$ cat config.mk
export PLATFORM = sky130hd
export DESIGN_NAME = conv_encoder_framed
export DESIGN_NICKNAME = d
export VERILOG_FILES = /design/src/rtl/conv_encoder_framed.sv
export SDC_FILE = /design/constraint.sdc
export NUM_CORES = 1
export LEC_CHECK = 0
export BUFFER_PORTS_ARGS = -buffer_cell sky130_fd_sc_hd__buf_2
export CAP_MARGIN = 10
export CORE_MARGIN = 3
export CORE_UTILIZATION = 25
export DETAILED_ROUTE_END_ITERATION = 6
export GPL_ROUTABILITY_DRIVEN = 0
export PLACE_DENSITY = 0.38
export SLEW_MARGIN = 30
export SYNTH_ARGS = -nofsm -noshare
export SYNTH_HDL_FRONTEND = slang
export SYNTH_SLANG_ARGS = --single-unit
$ cat constraint.sdc
create_clock -name clk -period 1.7 [get_ports clk]
set_input_delay 0.17 -clock clk [delete_from_list [all_inputs] [get_ports clk]]
set_output_delay 0.17 -clock clk [all_outputs]
set_load 0.01 [all_outputs]
$ cat src/rtl/conv_encoder_framed.sv
// Rate-1/2 convolutional encoder with frame markers and optional zero-tail termination.
// Build option CONV_ENC_TAIL_EN: append K-1 flush codewords per frame; otherwise frames stream back to back.
//
// state | meaning
// IDLE  | waiting for the first bit of a frame (cnt = 0)
// DATA  | accepting the remaining info bits of the frame
// TAIL  | emitting K-1 zero-input flush codewords (CONV_ENC_TAIL_EN only)
module conv_encoder_framed #(
    parameter int unsigned    K         = 3,
    parameter logic [K-1:0]   G0        = 3'b111,
    parameter logic [K-1:0]   G1        = 3'b101,
    parameter int unsigned    FRAME_LEN = 256
) (
    input  logic       clk,
    input  logic       rst,
    input  logic       enable_i,
    input  logic       d_in,
    output logic       ready_o,
    output logic       valid_o,
    output logic [1:0] d_out,
    output logic       frame_start_o,
    output logic       frame_end_o
);
    localparam int unsigned   CW       = $clog2(FRAME_LEN + 1);
    localparam logic [CW-1:0] CNT_LAST = CW'(FRAME_LEN - 1);

`ifdef CONV_ENC_TAIL_EN
    localparam int unsigned   TW        = $clog2(K);
    localparam logic [TW-1:0] TAIL_LAST = TW'(K - 2);

    typedef enum logic [1:0] {IDLE = 2'd0, DATA = 2'd1, TAIL = 2'd2} state_t;

    logic [TW-1:0] tail_q, tail_d;
    logic          tail_done;
`else
    typedef enum logic {IDLE = 1'b0, DATA = 1'b1} state_t;
`endif

    state_t        state_q, state_d;
    logic [CW-1:0] cnt_q, cnt_d;
    logic [K-2:0]  sr_q, sr_d;

    logic          in_tail;
    logic          accept;
    logic          step;
    logic          last_bit;
    logic          end_hit;
    logic          u;
    logic [K-1:0]  w;
    logic [1:0]    code;

    always_ff @(posedge clk or negedge rst) begin
        if (!rst) begin
            state_q       <= IDLE;
            cnt_q         <= '0;
            sr_q          <= '0;
`ifdef CONV_ENC_TAIL_EN
            tail_q        <= '0;
`endif
            valid_o       <= 1'b0;
            d_out         <= 2'b00;
            frame_start_o <= 1'b0;
            frame_end_o   <= 1'b0;
        end else begin
            state_q       <= state_d;
            cnt_q         <= cnt_d;
            sr_q          <= sr_d;
`ifdef CONV_ENC_TAIL_EN
            tail_q        <= tail_d;
`endif
            valid_o       <= step;
            if (step) begin
                d_out <= code;
            end
            frame_start_o <= accept && (state_q == IDLE);
            frame_end_o   <= end_hit;
        end
    end

    always_comb begin
        state_d = state_q;
        cnt_d   = cnt_q;
        sr_d    = sr_q;
`ifdef CONV_ENC_TAIL_EN
        tail_d  = tail_q;
`endif
        // the window's upper K-1 bits become the new history
        if (step) begin
            sr_d = w[K-1:1];
        end
        if (accept) begin
            cnt_d = last_bit ? '0 : cnt_q + 1'b1;
        end
        case (state_q)
            IDLE, DATA: begin
                if (last_bit) begin
`ifdef CONV_ENC_TAIL_EN
                    state_d = TAIL;
`else
                    state_d = IDLE;
`endif
                end else if (accept) begin
                    state_d = DATA;
                end
            end
`ifdef CONV_ENC_TAIL_EN
            TAIL: begin
                tail_d = tail_q + 1'b1;
                if (tail_done) begin
                    state_d = IDLE;
                    tail_d  = '0;
                    sr_d    = '0;
                end
            end
`endif
            default: state_d = IDLE;
        endcase
    end

    always_comb begin
`ifdef CONV_ENC_TAIL_EN
        in_tail   = (state_q == TAIL);
        tail_done = (tail_q == TAIL_LAST);
        end_hit   = in_tail && tail_done;
`else
        in_tail   = 1'b0;
`endif
        ready_o  = !in_tail;
        accept   = enable_i && ready_o;
        step     = accept || in_tail;
        last_bit = accept && (cnt_q == CNT_LAST);
`ifndef CONV_ENC_TAIL_EN
        end_hit  = last_bit;
`endif
        u        = d_in && !in_tail;
        w        = {u, sr_q};
        code     = {^(w & G0), ^(w & G1)};
    end

endmodule

==> results.cfg, run 1 <==
[timing]
setup_slack_ns = 0.361
period_share = 0.787
hold_violations = 0
hold_ws_ns = 0.145
clock.fmax_mhz = 747
tns_ns = 0
fin_worst_skew_ns = 0.00625
rsz0062_at_grt = no
fin_crit_ns = 1.34
setup_violations = 0
maxSlewViolCount = 0

[grt]
first_global_vias = 493
grt_pass1_wl_um = 2190
grt_max_degree = 18
grt-ovfl-total = 0
track_usage = 0.0826
antenna_found_initial = 0

[critical_path]
critPathLaunchType = flip-flop
worstPathMaxFanout = 4
crit_chain = ha_1 > nand4_1 > o311ai_1 > o21ai_0
critPathSlowestCell = dfrtp_1
crit_buf_inv = 0
endpoint_kind = flip-flop
worstSetupStartpoint = cnt_q[0]
crit_arrival_ns = 1.50
required_ns = 1.86
cp_slowest_stage_delay_ns = 0.40
path_delay_family = flip-flops
criticalPathCategory = reg -> reg
timing.rr.start = cnt_q[0]

[worst_hold_path]
min-delay-start = d_in
hold_path.class = in -> reg

[cells_and_area]
num_antenna_cells = 0
syn_to_final_growth_pct = 13.3
fin_util = 0.315
drive_gt1_frac = 0.239
num-nets-final = 77

[placement]
hpwl_um = 836
pre_cts_slack_ns = 0.369
portBuffers = 8

[floorplan]
fp.dieW_um = 60.1
dieArea_mm2 = 0.00361
initial_core_util = 0.278
rows = 18
die_h_um = 60.1
ioPinCount = 10
fp.coreArea_mm2 = 0.00264

[logic_synthesis]
ys_seq_area_frac = 0.581
syn_inst = 61
synth-seq-cells = 17
yosys.area.top_type_share = 0.581
ys_warn_count = 0
yosys.area.top_type = dfrtp_1
yosys-top-cells-area = dfrtp_1, xnor2_1, mux2_2
syn_avg_cell_area_um2 = 12.0
syn_nets = 66
syn_area_um2 = 732
synth_cell_types = 25

[status]
status = complete, no violations

[drt]
vias_per_cell = 4.61
vias = 466
dr.pass1.iters = 4
wl_um = 1150
routedWlPerCell_um = 11.4
drt-initial-drc-count = 5
drc = 0
postRouteAntennaNets = 0

[clocking]
cts.sinks = 17
insertion_delay_ns = 0.29
cts_tree = done
clk_pin_slew_ns = 0.09
post_cts_buffers = 0
cts_max_level = 1
numCtsBuffers = 3
cts_resized = 0
cts_buffer_depth = 2
root_buffer = clkbuf_4

[pwr]
fin_total_pwr_w = 0.000969
vdd_drop_max_uv = 711
power_density_mw_per_mm2 = 1170
p_leak_nw = 0.362

[flow_run]
maxCapViolCount = 0
==> cell type report <==
cell class                 instances  area (um^2)
clock buffer                       3         22.5
multi-input combinational         39          282
timing repair buffer               9         50.0
clock inverter                     1         5.00
tap                               30         37.5
sequential                        17          425
inverter                           2         7.51
fill                             278         1810
==> report_power, final <==
part | leakage (nW) | internal (W) | total (W) | switching, W
Sequential | 0.205 | 0.000482 | 0.000580 | 0.0000973
Clock | 0.0177 | 0.0000873 | 0.000213 | 0.000126
Combinational | 0.140 | 0.0000941 | 0.000177 | 0.0000827
Total | 0.362 | 0.000664 | 0.000969 | 0.000306
==> worst register-to-register path: stages (launching register included) <==
cell      delay (ns)
dfrtp_1         0.40
ha_1            0.21
nand4_1         0.20
o311ai_1        0.27
o21ai_0         0.13
==> state kept, by name, indices dropped and copies added (netlist names) <==
| name | flops |
|---|---|
| d_out | 2 |
| valid_o | 1 |
| frame_end_o | 1 |
| state_q | 1 |
| frame_start_o | 1 |
| sr_q | 2 |
| cnt_q | 9 |
==> stage by stage <==
step	cells	instance area (um^2)
4_1_cts	101	830
3_3_place_gp	96	792
5_1_grt	101	830
6_report	101	830
2_1_floorplan	61	732
3_5_place_dp	96	792
==> routing by layer <==
metal	track usage	routed length [um]	vias up
met5	0	0	-
met4	0.0190	15	0
met3	0.0389	64	2
met2	0.131	515	10
met1	0.101	551	223
li1	-	-	231
==> synthesized netlist by cell type <==
master	number
ha_1	1
o21a_1	1
buf_2	1
o22ai_1	1
clkbuf_2	1
inv_1	2
o311ai_1	1
dfrtp_1	17
nor2b_1	1
nand4_1	3
nand3_1	1
o211ai_1	1
xnor2_1	6
nor2_1	4
or3_1	2
mux2_2	3
and4_1	1
and3_1	1
conb_1	1
nand2_1	5
o21ai_0	2
a21oi_1	2
nand4_4	1
nor3_4	1
buf_4	1
==> timing repair <==
| item | CTS | global route |
|---|---|---|
| endpoints found under the hold margin | 17 | 0 |
| setup endpoints to repair | 0 | 0 |
| hold buffers | 1 | 0 |
==> path summary, 6_finish.rpt <==
check / end / slack, ns / cells after the start
max in group asynchronous: cnt_q[8] / 1.12 / 2
worst max-delay path: cnt_q[0] / 0.36 / 4
worst min register to register: frame_start_o / 0.43 / 1
worst min-delay path: sr_q[1] / 0.14 / 2
worst max register to register: cnt_q[0] / 0.36 / 4
min in group asynchronous: valid_o / 0.31 / 2
==> cells in the final DEF, fill, tap and decap left out, drive strengths merged, types with 2 or more instances in the layout <==
master and count:
nor2 4, a21oi 2, inv 2, mux2 3
buf 8, dfrtp 17, o21ai 2, or3 2
clkbuf 3, nand2 5, nand4 4, xnor2 6
==> kinds of logic (layout without fill, tap and decap cells) <==
logic type | after synthesis | count (layout) | share of synthesized area
simple gates | 20 | 20 | 0.176
xor+xnor | 6 | 6 | 0.0718
fa+ha+maj | 1 | 1 | 0.0171
buf+inv | 5 | 15 | 0.0342
compound gates | 8 | 8 | 0.0684
other cells | 1 | 1 | 0.00512
flops | 17 | 17 | 0.581
mux | 3 | 3 | 0.0462
Power figures use the tool's default switching activity.
==> run 2: changes to the inputs <==
- PLACE_DENSITY: 0.38 -> 0.4
- clock period: 1.7 -> 1.1 ns (I/O delays scaled with it)
==> run 2 against run 1 <==
Effect of this change: the run now ends with setup timing left; sequential share of layout area down 8.8 points; critical path depth up 2; sequential power up 48%; clock skew down 0.0039 ns; global-route usage up 0.51 points; power up 81%; sequential cell count unchanged; largest cell class unchanged; highest routed layer unchanged.
==> results.cfg, run 2 (synthesized netlist as in run 1, its figures left out) <==
[critical_path]
crit_arrival_ns = 1.44
required_ns = 1.27
criticalPathCategory = reg -> reg
endpoint_kind = flip-flop
critPathSlowestCell = dfrtp_1
cp_slowest_stage_delay_ns = 0.37
crit_chain = ha_2 > nand4_1 > buf_4 > nor3_4 > buf_6 > a21oi_2
critPathLaunchType = flip-flop
worstPathMaxFanout = 4
path_delay_family = flip-flops
crit_buf_inv = 2

[timing]
period_share = 1.16
hold_violations = 0
setup_violations = 10
clock.fmax_mhz = 787
hold_ws_ns = 0.102
fin_crit_ns = 1.27
fin_worst_skew_ns = 0.00238
rsz0062_at_grt = yes
setup_slack_ns = -0.171
maxSlewViolCount = 0

[floorplan]
fp.dieW_um = 60.1
fp.coreArea_mm2 = 0.00264
initial_core_util = 0.278
die_h_um = 60.1
dieArea_mm2 = 0.00361
rows = 18
ioPinCount = 10

[status]
violations = setup timing
status = complete, but fails checks

[cells_and_area]
final_cell_mix = dfrtp_1, buf_4, buf_2
largest-register = cnt_q
num-nets-final = 93
syn_to_final_growth_pct = 36.9
reg_top3 = cnt_q (9), d_out (2), sr_q (2)
num_antenna_cells = 0
largest_register_ffs = 9
layout_commonest_cell = dfrtp_1
drive_gt1_frac = 0.471
fin_area_mm2 = 0.00100

[pwr]
internal-power_w = 0.00122
p_leak_nw = 0.458
power_density_mw_per_mm2 = 1760
p_seq_frac = 0.490
p_comb_frac = 0.326
vdd_drop_max_uv = 896
p_sw_w = 0.000539
p_sw_frac = 0.307
clkPwrFrac = 0.184

[placement]
hpwl_um = 971
place_area_um2 = 882
portBuffers = 8

[clocking]
cts_buffer_depth = 2
numCtsBuffers = 3
insertion_delay_ns = 0.28
clk_pin_slew_ns = 0.09
cts.sinks = 17
cts_max_level = 1
cts_tree = done
root_buffer = clkbuf_4

[drt]
dr.pass1.iters = 4
vias_per_cell = 4.57
drc = 0
drt-initial-drc-count = 11
wl_um = 1390
vias = 535
routedWlPerCell_um = 11.9
postRouteAntennaNets = 0

[grt]
first_global_vias = 506
antenna_found_initial = 0
track_usage = 0.0877
grt_max_degree = 18
grt_pass1_wl_um = 2280
grt-ovfl-total = 0

[flow_run]
maxCapViolCount = 0

[worst_hold_path]
hold_path.class = in -> reg
[run 2: repair_timing]
action / in CTS / in global routing
resized for setup: 1 / 12
buffers inserted: 2 / 2
endpoints found under the setup margin: 10 / 11
hold endpoints to repair: 17 / 0
hold buffers: 1 / 0
gates cloned: 0 / 0
pin swaps: 1 / 7
[run 2: worst reg2reg max path: cells and delay by family, from the launching register on]
kind	cells	cell delay (ns)
AO/OA/AOI/OAI	1	0.03
buffers and inverters	2	0.32
AND/OR/NAND/NOR	2	0.25
flip-flops	1	0.37
adder cells (fa/ha/maj)	1	0.19
[run 2: area by class of cell]
type | instances | area, um^2
Fill cell | 264 | 1630
Timing Repair Buffer | 25 | 178
Clock buffer | 4 | 26.3
Sequential cell | 17 | 425
Tap cell | 30 | 37.5
Inverter | 2 | 7.51
Multi-Input combinational cell | 39 | 328
[run 2: power by group through the flow]
stage / logic, W / clock network [W] / registers [W]
final: 0.000573 / 0.000324 / 0.000861
after global routing: 0.000633 / 0.000374 / 0.000881
after CTS: 0.000499 / 0.000346 / 0.000859
after detailed placement: 0.000481 / 0 / 0.000871
after global placement: 0.000481 / 0 / 0.000869
after floorplan: 0.000203 / 0 / 0.000891
[run 2: final timing paths]
| kind | end | cells after the start | slack (ns) | startpoint |
|---|---|---|---|---|
| max in group asynchronous | d_out[0] | 2 | 0.56 | rst |
| max | cnt_q[5] | 6 | -0.17 | cnt_q[1] |
| min reg2reg | frame_start_o | 1 | 0.44 | state_q |
| min | sr_q[1] | 2 | 0.10 | d_in |
| min in group asynchronous | sr_q[0] | 2 | 0.27 | rst |
| max reg2reg | cnt_q[5] | 6 | -0.17 | cnt_q[1] |
[run 2: through the flow]
| stage | util | TNS [ns] | setup slack [ns] | instances | power, W |
|---|---|---|---|---|---|
| final | 0.380 | -1.15 | -0.171 | 117 | 0.00176 |
| after global routing | 0.380 | -1.88 | -0.238 | 117 | 0.00189 |
| after CTS | 0.354 | -0.811 | -0.159 | 115 | 0.00170 |
| after detailed placement | 0.335 | -0.853 | -0.163 | 108 | 0.00135 |
| after global placement | 0.335 | -0.658 | -0.126 | 108 | 0.00135 |
| after floorplan | - | -0.165 | -0.0914 | 61 | 0.00109 |
[run 2: metal layers]
| layer | track usage | part of all wire | vias to the layer above |
|---|---|---|---|
| met5 | 0 | 0 | - |
| met4 | 0.0285 | 0.0072 | 0 |
| met3 | 0.0389 | 0.048 | 2 |
| met2 | 0.147 | 0.50 | 7 |
| met1 | 0.0992 | 0.44 | 264 |
| li1 | - | - | 262 |
